File: src/rtl/led_seq_display_pkg.sv
// Shared types and helpers for the SAP3 LED sequence display path.
package led_pkg;
   localparam int DATA_W_DEF  = 8;
   localparam int DWELL_W_DEF = 24;

   typedef enum logic {IDLE = 1'b0, SHOW = 1'b1} state_t;

   // A zero dwell still shows the value for one cycle.
   function automatic logic [63:0] eff_dwell(input logic [63:0] d);
      return (d == 64'd0) ? 64'd1 : d;
   endfunction
endpackage

File: src/rtl/led_seq_display_if.sv
// Producer stream plus LED outputs for led_seq_display; BRIGHT exists only with LED_PWM_EN.
interface led_seq_display_if import led_pkg::*; #(
   parameter int DATA_W  = DATA_W_DEF,
   parameter int DWELL_W = DWELL_W_DEF
);
   logic               in_valid;
   logic [DATA_W-1:0]  in_data;
   logic               in_ready;
   logic [DWELL_W-1:0] dwell;
   logic [DATA_W-1:0]  leds;
   logic               showing;
   logic               done;
`ifdef LED_PWM_EN
   logic [3:0]         bright;

   modport master (output in_valid, in_data, dwell, bright,
                   input  in_ready, leds, showing, done);
   modport slave  (input  in_valid, in_data, dwell, bright,
                   output in_ready, leds, showing, done);
`else
   modport master (output in_valid, in_data, dwell,
                   input  in_ready, leds, showing, done);
   modport slave  (input  in_valid, in_data, dwell,
                   output in_ready, leds, showing, done);
`endif
endinterface

File: src/rtl/led_seq_display_fifo.sv
// Synchronous FIFO with registered count; depth must be a power of two so pointers wrap naturally.
module led_fifo #(
   parameter  int DATA_W     = 8,
   parameter  int FIFO_DEPTH = 4,
   localparam int AW         = $clog2(FIFO_DEPTH),
   localparam int CW         = AW + 1
) (
   input  logic              clk,
   input  logic              rst_n,
   input  logic              i_push,
   input  logic [DATA_W-1:0] i_data,
   input  logic              i_pop,
   output logic [DATA_W-1:0] o_data,
   output logic              o_full,
   output logic              o_empty,
   output logic [CW-1:0]     o_count
);
   logic [FIFO_DEPTH-1:0][DATA_W-1:0] r_mem;
   logic [AW-1:0]                     r_wr_ptr, r_rd_ptr;
   logic [CW-1:0]                     r_count;
   logic                              w_push, w_pop;

   assign o_full  = (r_count == CW'(FIFO_DEPTH));
   assign o_empty = (r_count == '0);
   assign o_count = r_count;
   assign o_data  = r_mem[r_rd_ptr];
   assign w_push  = i_push && !o_full;
   assign w_pop   = i_pop && !o_empty;

   always_ff @(posedge clk or negedge rst_n) begin
      if (!rst_n) begin
         r_mem    <= '0;
         r_wr_ptr <= '0;
         r_rd_ptr <= '0;
         r_count  <= '0;
      end else begin
         if (w_push) begin
            r_mem[r_wr_ptr] <= i_data;
            r_wr_ptr        <= r_wr_ptr + 1'b1;
         end
         if (w_pop) r_rd_ptr <= r_rd_ptr + 1'b1;
         case ({w_push, w_pop})
            2'b10:   r_count <= r_count + 1'b1;
            2'b01:   r_count <= r_count - 1'b1;
            default: r_count <= r_count;
         endcase
      end
   end
endmodule

File: src/rtl/led_seq_display.sv
// Buffers incoming values and shows each on the LEDs for a dwell time, pulsing DONE when drained.
// Define LED_PWM_EN to add BRIGHT-controlled PWM dimming of the LED outputs.
module led_seq_display import led_pkg::*; #(
   parameter  int DATA_W     = DATA_W_DEF,
   parameter  int FIFO_DEPTH = 4,
   parameter  int DWELL_W    = DWELL_W_DEF,
   localparam int CW         = $clog2(FIFO_DEPTH) + 1
) (
   input logic              clk,
   input logic              rst_n,
   led_seq_display_if.slave bus
);
   state_t              r_state;
   logic [DWELL_W-1:0]  r_timer;
   logic [DATA_W-1:0]   r_shown;
   logic                r_done;

   logic                w_full, w_empty, w_push, w_load;
   logic [CW-1:0]       w_count_unused;
   logic [DATA_W-1:0]   w_head, w_shown_nxt;
   logic [DWELL_W-1:0]  w_dwell;

   assign bus.in_ready = !w_full;
   assign w_push       = bus.in_valid && !w_full;
   // Load decisions use the registered FIFO state, so a same-cycle push is seen one cycle later.
   assign w_load       = !w_empty && ((r_state == IDLE) || (r_timer == DWELL_W'(1)));
   assign w_dwell      = DWELL_W'(eff_dwell(64'(bus.dwell)));
   assign w_shown_nxt  = w_load ? w_head : r_shown;

   led_fifo #(.DATA_W(DATA_W), .FIFO_DEPTH(FIFO_DEPTH)) u_fifo (
      .clk     (clk),
      .rst_n   (rst_n),
      .i_push  (w_push),
      .i_data  (bus.in_data),
      .i_pop   (w_load),
      .o_data  (w_head),
      .o_full  (w_full),
      .o_empty (w_empty),
      .o_count (w_count_unused)
   );

   always_ff @(posedge clk or negedge rst_n) begin
      if (!rst_n) begin
         r_state <= IDLE;
         r_timer <= '0;
         r_shown <= '0;
         r_done  <= 1'b0;
      end else begin
         r_done <= 1'b0;
         case (r_state)
            IDLE: if (w_load) begin
               r_shown <= w_head;
               r_timer <= w_dwell;
               r_state <= SHOW;
            end
            SHOW: if (r_timer == DWELL_W'(1)) begin
               if (w_load) begin
                  r_shown <= w_head;
                  r_timer <= w_dwell;
               end else begin
                  r_state <= IDLE;
                  r_done  <= 1'b1;
               end
            end else begin
               r_timer <= r_timer - 1'b1;
            end
            default: r_state <= IDLE;
         endcase
      end
   end

   assign bus.showing = (r_state == SHOW);
   assign bus.done    = r_done;

`ifdef LED_PWM_EN
   logic [3:0]        r_pwm_cnt;
   logic [DATA_W-1:0] r_leds;

   always_ff @(posedge clk or negedge rst_n) begin
      if (!rst_n) begin
         r_pwm_cnt <= '0;
         r_leds    <= '0;
      end else begin
         r_pwm_cnt <= r_pwm_cnt + 1'b1;
         r_leds    <= w_shown_nxt & {DATA_W{r_pwm_cnt < bus.bright}};
      end
   end

   assign bus.leds = r_leds;
`else
   logic [DATA_W-1:0] w_shown_nxt_unused;
   assign w_shown_nxt_unused = w_shown_nxt;
   assign bus.leds           = r_shown;
`endif
endmodule

File: src/flat_wrapper.sv
// flat-port wrapper written by rule: the top's interface ports become plain ports
module led_seq_display_flat import led_pkg::*;
#(
   parameter  int DATA_W     = DATA_W_DEF,
   parameter  int FIFO_DEPTH = 4,
   parameter  int DWELL_W    = DWELL_W_DEF,
   localparam int CW         = $clog2(FIFO_DEPTH) + 1
)
  (clk, rst_n, bus_in_valid, bus_in_data, bus_dwell, bus_in_ready, bus_leds, bus_showing, bus_done);
  led_seq_display_if #(.DATA_W(DATA_W), .DWELL_W(DWELL_W)) bus_i ();
  input logic clk;
  input logic rst_n;
  input wire logic [$bits(bus_i.in_valid)-1:0] bus_in_valid;
  input wire logic [$bits(bus_i.in_data)-1:0] bus_in_data;
  input wire logic [$bits(bus_i.dwell)-1:0] bus_dwell;
  output wire logic [$bits(bus_i.in_ready)-1:0] bus_in_ready;
  output wire logic [$bits(bus_i.leds)-1:0] bus_leds;
  output wire logic [$bits(bus_i.showing)-1:0] bus_showing;
  output wire logic [$bits(bus_i.done)-1:0] bus_done;
  assign bus_i.in_valid = bus_in_valid;
  assign bus_i.in_data = bus_in_data;
  assign bus_i.dwell = bus_dwell;
  assign bus_in_ready = bus_i.in_ready;
  assign bus_leds = bus_i.leds;
  assign bus_showing = bus_i.showing;
  assign bus_done = bus_i.done;
  led_seq_display #(.DATA_W(DATA_W), .FIFO_DEPTH(FIFO_DEPTH), .DWELL_W(DWELL_W)) u_core (.clk(clk), .rst_n(rst_n), .bus(bus_i));
endmodule
File: config.mk
export PLATFORM = sky130hd
export DESIGN_NAME = led_seq_display_flat
export DESIGN_NICKNAME = d
export VERILOG_FILES = /design/src/rtl/led_seq_display_pkg.sv /design/src/rtl/led_seq_display_if.sv /design/src/rtl/led_seq_display_fifo.sv /design/src/rtl/led_seq_display.sv /design/src/flat_wrapper.sv
export SDC_FILE = /design/constraint.sdc
export NUM_CORES = 1
export LEC_CHECK = 0
export ABC_AREA = 1
export BUFFER_PORTS_ARGS = -buffer_cell sky130_fd_sc_hd__buf_2
export CORE_ASPECT_RATIO = 1.25
export CORE_UTILIZATION = 50
export CTS_CLUSTER_SIZE = 30
export DETAILED_ROUTE_END_ITERATION = 16
export MAX_ROUTING_LAYER = met4
export PLACE_DENSITY = 0.71
export SETUP_SLACK_MARGIN = 0.4
export SYNTH_ARGS = -nofsm -noshare
export SYNTH_HDL_FRONTEND = slang
export SYNTH_SLANG_ARGS = --single-unit
File: constraint.sdc
create_clock -name clk -period 2.3 [get_ports clk]
set_clock_uncertainty 0.15 [all_clocks]
set_input_delay 0.115 -clock clk [delete_from_list [all_inputs] [get_ports clk]]
set_output_delay 0.115 -clock clk [all_outputs]
set_load 0.005 [all_outputs]
# == Word level (Yosys, flattened, before mapping) ==
# Index checks and enable logic that the tools add are counted.
# classes
reduce_logical,11
bitwise,1
eq_ne,5
magnitude_cmp,3
muxes,19
addsub,5
# ops
operator,n
$mux W24,3
$pmux W24 S2,1
$bwmux W32,1
$mux W8,4
$eq A24 B1 Y1 const B,1
$logic_not A24 Y1,1
$sub A24 B1 Y24 const B,1
$bmux W8 S2,1
$demux W8 S2,1
$pmux W8 S2,1
$lt A2 B3 Y1 const B,2
$pmux W3 S2,1
$logic_and A1 B1 Y1,5
$mux W1,5
$add A2 B1 Y2 const B,2
$add A3 B1 Y3 const B,1
$eq A3 B3 Y1 const B,1
$logic_not A3 Y1,1
$sub A3 B1 Y3 const B,1
$eq A2 B1 Y1 const B,1
$eq A2 B2 Y1 const B,1
$ge A2 B1 Y1 const B,1
$logic_not A1 Y1,2
$ne A2 B2 Y1 const B,1
other kinds (4),4
# word_totals
reg_bits,73
wordCells,55
out_inout_bits,11

# == Longest topological paths before layout ==
# logic_depth
word_depth,6
depth_mapped,15

# == Cells and area by module ==
# Synthesis repeated with hierarchy kept, for this count alone.
# unflattened
cells_unflattened,629
hier_area_um2,4450.5
# modules_own_cells
module,area_per_inst_um2,seq_area_each_um2,cells_per_inst,instances
led_seq_display,2418.6,850.8,378,1
led_fifo,2031.9,975.9,251,1

# == Worst setup path after synthesis ==
# OpenSTA, ideal clock, no wires.
# synth_timing
kind,register -> register
start,register u_core.r_timer[16]
end,"register u_core.u_fifo.r_count[2], in the netlist u_core.u_fifo.o_count[2]"
arrival_ns,2.197
synth_period_minus_slack_ns,2.478
path_stages_with_launch,15
path_slack_ns,-0.178
n_path_buf,1
path_cell_list,dfrtp_1 -> nor2_2 -> nand2_1 -> nor2_1 -> nand3_4 -> nand2_8 -> nand2_8 -> clkinv_2 -> buf_6 -> ha_1 -> inv_1 -> fa_1 -> a21oi_1 -> o21ai_0 -> xor2_1
# synth_via
elab_chain_len,6
# synth_rtl
element,line,rtl
from (decl),led_seq_display.sv:14,logic [DWELL_W-1:0] r_timer;
from (signal assigned),led_seq_display.sv:53,r_timer <= w_dwell;
from (signal assigned),led_seq_display.sv:59,r_timer <= w_dwell;
from (signal assigned),led_seq_display.sv:65,r_timer <= r_timer - 1'b1;
$eq A24 B1 Y1 *,led_seq_display.sv:26,assign w_load = !w_empty && ((r_state == IDLE) || (r_timer == DWELL_W'(1)));
$logic_or A1 B1 Y1 *,led_seq_display.sv:26,
$logic_and A1 B1 Y1 *,led_seq_display.sv:26,
$logic_and A1 B1 Y1 *,led_seq_display_fifo.sv:28,assign w_pop = i_pop && !o_empty;
net u_core.u_fifo.w_pop,led_seq_display_fifo.sv:21,"logic w_push, w_pop;"
$eq A2 B1 Y1 / $eq A2 B2 Y1 (equally long branches),led_seq_display_fifo.sv:42,"case ({w_push, w_pop})"
$pmux W3 S2 / $reduce_bool A2 Y1 (equally long branches),-,
to (signal assigned),led_seq_display_fifo.sv:43,2'b10: r_count <= r_count + 1'b1;
to (signal assigned),led_seq_display_fifo.sv:44,2'b01: r_count <= r_count - 1'b1;
to (signal assigned),led_seq_display_fifo.sv:45,default: r_count <= r_count;
to (decl),led_seq_display_fifo.sv:20,logic [CW-1:0] r_count;
# Mark *: on every way through the listed nets, which the timed path passes. The rest lies on a longest branch.
# A chain may end at the register's enable or synchronous reset.

# == Worst setup path in the final report ==
# layout_timing
start,register u_core.r_timer[13]
end,"register u_core.u_fifo.r_count[2], in the netlist u_core.u_fifo.o_count[2]"
# layout_via
elab_chain_len,6
# layout_rtl
element,line
$eq A24 B1 Y1 *,led_seq_display.sv:26
$logic_or A1 B1 Y1 *,led_seq_display.sv:26
$logic_and A1 B1 Y1 *,led_seq_display.sv:26
$logic_and A1 B1 Y1 *,led_seq_display_fifo.sv:28
$eq A2 B1 Y1 / $eq A2 B2 Y1 (equally long branches),led_seq_display_fifo.sv:42
$pmux W3 S2 / $reduce_bool A2 Y1 (equally long branches),-
# Mark *: on every way between the ends. The rest lies on a longest branch, timed or not.

==> impl_table.tex <==
\begin{tabular}{lr}
\hline
Metric & Value \\
\hline
\multicolumn{2}{l}{\textbf{Detailed routing}} \\
Number of detailed-route iterations in the first pass & 4 \\
Via count normalized by instance count & 5.185 \\
DRT Wirelength & 10630 µm \\
DRC violation count after routing & 0 \\
Antenna viol nets, final & 0 \\
Routed length per instance & 13.94 µm \\
DR iter-0 viols & 217 \\
Vias & 3956 \\
\multicolumn{2}{l}{\textbf{Synthesis}} \\
Cell area after technology mapping & 0.004146 mm² \\
Net count of the mapped netlist & 600 \\
Post-synthesis instance total & 557 \\
Flip-flop and latch count after synthesis & 73 \\
Number of synthesized flops with an enable pin & 0 \\
List of most frequent post-synthesis cells & sky130\_fd\_sc\_hd\_\_nand2\_1 (144), sky130\_fd\_sc\_hd\_\_nor2\_1 (98), sky130\_fd\_sc\_hd\_\_dfrtp\_1 (73) \\
Sequential element share of the synthesized area & 0.4406 \\
Average cell area after synthesis & 7.444 µm² \\
Top cell type by total area after synthesis & sky130\_fd\_sc\_hd\_\_dfrtp\_1 \\
Number of synthesis warnings & 0 \\
Distinct cell type count after synthesis & 35 \\
Leading cell types by total area after synthesis & sky130\_fd\_sc\_hd\_\_dfrtp\_1 (44\%), sky130\_fd\_sc\_hd\_\_nand2\_1 (13\%), sky130\_fd\_sc\_hd\_\_nor2\_1 (8.9\%) \\
Async set or reset register ratio after synthesis & 1.000 \\
Share of the synthesized area in the top cell type & 0.4406 \\
Dominant cell by count in the synthesized netlist & sky130\_fd\_sc\_hd\_\_nand2\_1 \\
Leading register cell type out of synthesis & sky130\_fd\_sc\_hd\_\_dfrtp\_1 \\
\multicolumn{2}{l}{\textbf{Timing}} \\
Slew Limit Headroom & 0.6142 \\
Final count of negative-setup-slack endpoints & 0 \\
Slew at the pin closest to its max-slew limit & 0.5787 ns \\
Final sum of negative setup slack & 0 ns \\
Max-slew violation count & 0 \\
Final WS setup & 0.1246 ns \\
Fmax & 0.4597 GHz \\
Final hold violation count & 0 \\
Crit share post-route & 0.9458 \\
Setup repair after global routing missed its margin & yes \\
Minimum clock period & 2.175 ns \\
\multicolumn{2}{l}{\textbf{CTS}} \\
CTS tree & done \\
Maximum clock path buffer count & 2 \\
Sinks on Clock Net & 73 \\
CTS root buf & sky130\_fd\_sc\_hd\_\_clkbuf\_8 \\
Source-to-sink clock delay at the later pin of the worst-skew pair & 0.36 ns \\
H-Tree Depth & 3 \\
Inserted Clock Buffers & 9 \\
Clock Pin Slew Worst Setup and Hold Paths & 0.08 ns \\
\multicolumn{2}{l}{\textbf{Global route}} \\
Antenna violations before repair & 0 \\
Maximum number of pins on one net before global-route repair & 74 \\
Wire length of the first global-routing pass & 18350 µm \\
Total global routing overflow & 0 \\
GRT Total Usage & 0.2723 \\
Via count of the first global-routing pass & 4079 \\
\multicolumn{2}{l}{\textbf{Outcome}} \\
Status & finished, final reports clean \\
\multicolumn{2}{l}{\textbf{Die}} \\
Area inside the core boundary & 0.007928 mm² \\
Top-level I/O count & 46 \\
Die area & 0.008663 mm² \\
Die Ht & 103.8 µm \\
Standard-cell row count & 36 \\
Initial core utilization & 0.5230 \\
Width of the die & 83.45 µm \\
\multicolumn{2}{l}{\textbf{Place}} \\
Number of I/O port buffers & 45 \\
Total instance count after detailed placement & 699 \\
Half-perimeter wire length after detailed placement & 6984 µm \\
Post-placement setup slack & 0.03686 ns \\
Routability cong. & 0.8884 \\
\multicolumn{2}{l}{\textbf{Cells and area}} \\
Final antenna diode count & 0 \\
Final Non-Filler Cells & 763 \\
Share of layout cells above drive strength 1 & 0.2096 \\
Total number of nets in the final design & 706 \\
Area growth from synthesis to layout & 26.58\% \\
\multicolumn{2}{l}{\textbf{Power}} \\
Peak supply drop & 0.0005553 V \\
LEAKAGE & 2.636 nW \\
Post-layout total power & 4.597 mW \\
Power per standard cell area & 875.8 mW/mm² \\
\multicolumn{2}{l}{\textbf{Worst setup path}} \\
Crit Reg-Reg Startpoint & u\_core.r\_timer[13] \\
Crit path launch & u\_core.r\_timer[13] \\
Startpoint-to-endpoint class of the critical path & register to register \\
Worst Setup Start Kind & register \\
Required time worst endpoint & 2.39 ns \\
Arrival time worst endpoint & 2.27 ns \\
Type of element capturing the critical path & register \\
Crit Path Max Fanout & 3 \\
\multicolumn{2}{l}{\textbf{Worst hold path}} \\
Start point of the worst min-delay path & bus\_dwell[7] \\
Type of the most critical hold path & input port to register \\
\multicolumn{2}{l}{\textbf{Flow run}} \\
Max Cap Violations & 0 \\
\hline
\end{tabular}
-- layout by cell type, fill, tap and decap left out, types with 4 or more instances in the layout --
cell type                       count
sky130_fd_sc_hd__nand2_1          137
sky130_fd_sc_hd__nor2_1            88
sky130_fd_sc_hd__dfrtp_1           73
sky130_fd_sc_hd__inv_1             53
sky130_fd_sc_hd__o21ai_0           48
sky130_fd_sc_hd__nand3_1           45
sky130_fd_sc_hd__buf_2             45
sky130_fd_sc_hd__buf_4             40
sky130_fd_sc_hd__dlygate4sd3_1     29
sky130_fd_sc_hd__nor2_2            13
sky130_fd_sc_hd__xor2_1            10
sky130_fd_sc_hd__clkbuf_8          10
sky130_fd_sc_hd__nand2_2            8
sky130_fd_sc_hd__o32ai_1            8
sky130_fd_sc_hd__nand3b_1           7
sky130_fd_sc_hd__nand4_1            6
sky130_fd_sc_hd__o211ai_1           5
sky130_fd_sc_hd__ha_1               5
sky130_fd_sc_hd__xnor2_1            4
-- state kept, by name (all words and copies together) (netlist names) --
signal and count:
u_core.u_fifo.r_rd_ptr 2, u_core.u_fifo.r_wr_ptr 2, u_core.bus.done 1, u_core.u_fifo.r_mem 32, u_core.bus.showing 1, u_core.bus.leds 8, u_core.r_timer 24, u_core.u_fifo.o_count 3
-- critical path, stage by stage, from the launching register on --
cell	delay (ns)
sky130_fd_sc_hd__dfrtp_1	0.39
sky130_fd_sc_hd__nor2_2	0.17
sky130_fd_sc_hd__nand2_2	0.09
sky130_fd_sc_hd__nor2_4	0.14
sky130_fd_sc_hd__nand3_4	0.11
sky130_fd_sc_hd__nand2_8	0.09
sky130_fd_sc_hd__nand2_8	0.05
sky130_fd_sc_hd__clkinv_4	0.05
sky130_fd_sc_hd__ha_4	0.12
sky130_fd_sc_hd__inv_4	0.03
sky130_fd_sc_hd__fa_2	0.33
sky130_fd_sc_hd__a21oi_2	0.11
sky130_fd_sc_hd__o21ai_1	0.08
sky130_fd_sc_hd__xor2_1	0.14
-- path summary, 6_finish.rpt --
path,to,cells after the start,slack (ns)
worst max register to register,u_core.u_fifo.o_count[2],13,0.12
max in group asynchronous,u_core.r_timer[14],3,1.52
worst min register to register,u_core.bus.leds[7],2,0.34
min in group asynchronous,u_core.r_timer[3],3,0.16
worst min-delay path,u_core.r_timer[7],5,0.005
worst max-delay path,u_core.u_fifo.o_count[2],13,0.12
-- logic make-up (layout without fill, tap and decap cells) --
| group | count (synthesis) | after routing | synth area share |
|---|---|---|---|
| AOI/OAI and AO/OA | 67 | 67 | 0.09143 |
| and+or+nand+nor | 315 | 315 | 0.3286 |
| adders and majority gates | 8 | 8 | 0.02595 |
| DFF | 73 | 73 | 0.4406 |
| xor gates and xnor gates | 14 | 14 | 0.02957 |
| buffers and inverters | 80 | 191 | 0.08389 |
-- power breakdown --
part           internal (mW)  switching (mW)  leakage, nW
clock network          0.417           0.496       0.0891
registers               1.70           0.259        0.899
logic                  0.718            1.01         1.65
total                   2.83            1.77         2.64
-- metal layers --
metal  share of wire  routed length, µm  global-route usage
met4           0.031                329              0.1308
met2            0.53               5598              0.4742
met3           0.027                289             0.03187
met1            0.42               4417              0.3110
met5               0                  0                   -
-- metrics by stage --
stage	hold slack [ns]	utilization	cell area, µm²
finish	0.004536	0.6621	5249
CTS	0.001443	0.6512	5162
detailed placement	0.02511	0.5791	4591
global placement	0.02387	0.5791	4591
floorplan	-0.3306	-	4188
global route	0.05090	0.6621	5249
-- layout make-up --
cell class	count	area (µm²)
fillers	690	2679
clock inverters	5	31.28
inverters	60	235.2
well taps	95	118.9
repair buffers	115	835.8
clock buffers	11	141.4
multi-input cells	404	2059
flip-flops and latches	73	1827
-- repair_timing --
action	CTS	global route
setup buffers	10	9
pin swaps	9	11
gates resized for setup	10	7
setup endpoints to repair	26	45
hold buffers	29	0
endpoints found under the hold margin	125	0
Note: power is estimated with default switching activity, not from simulation.
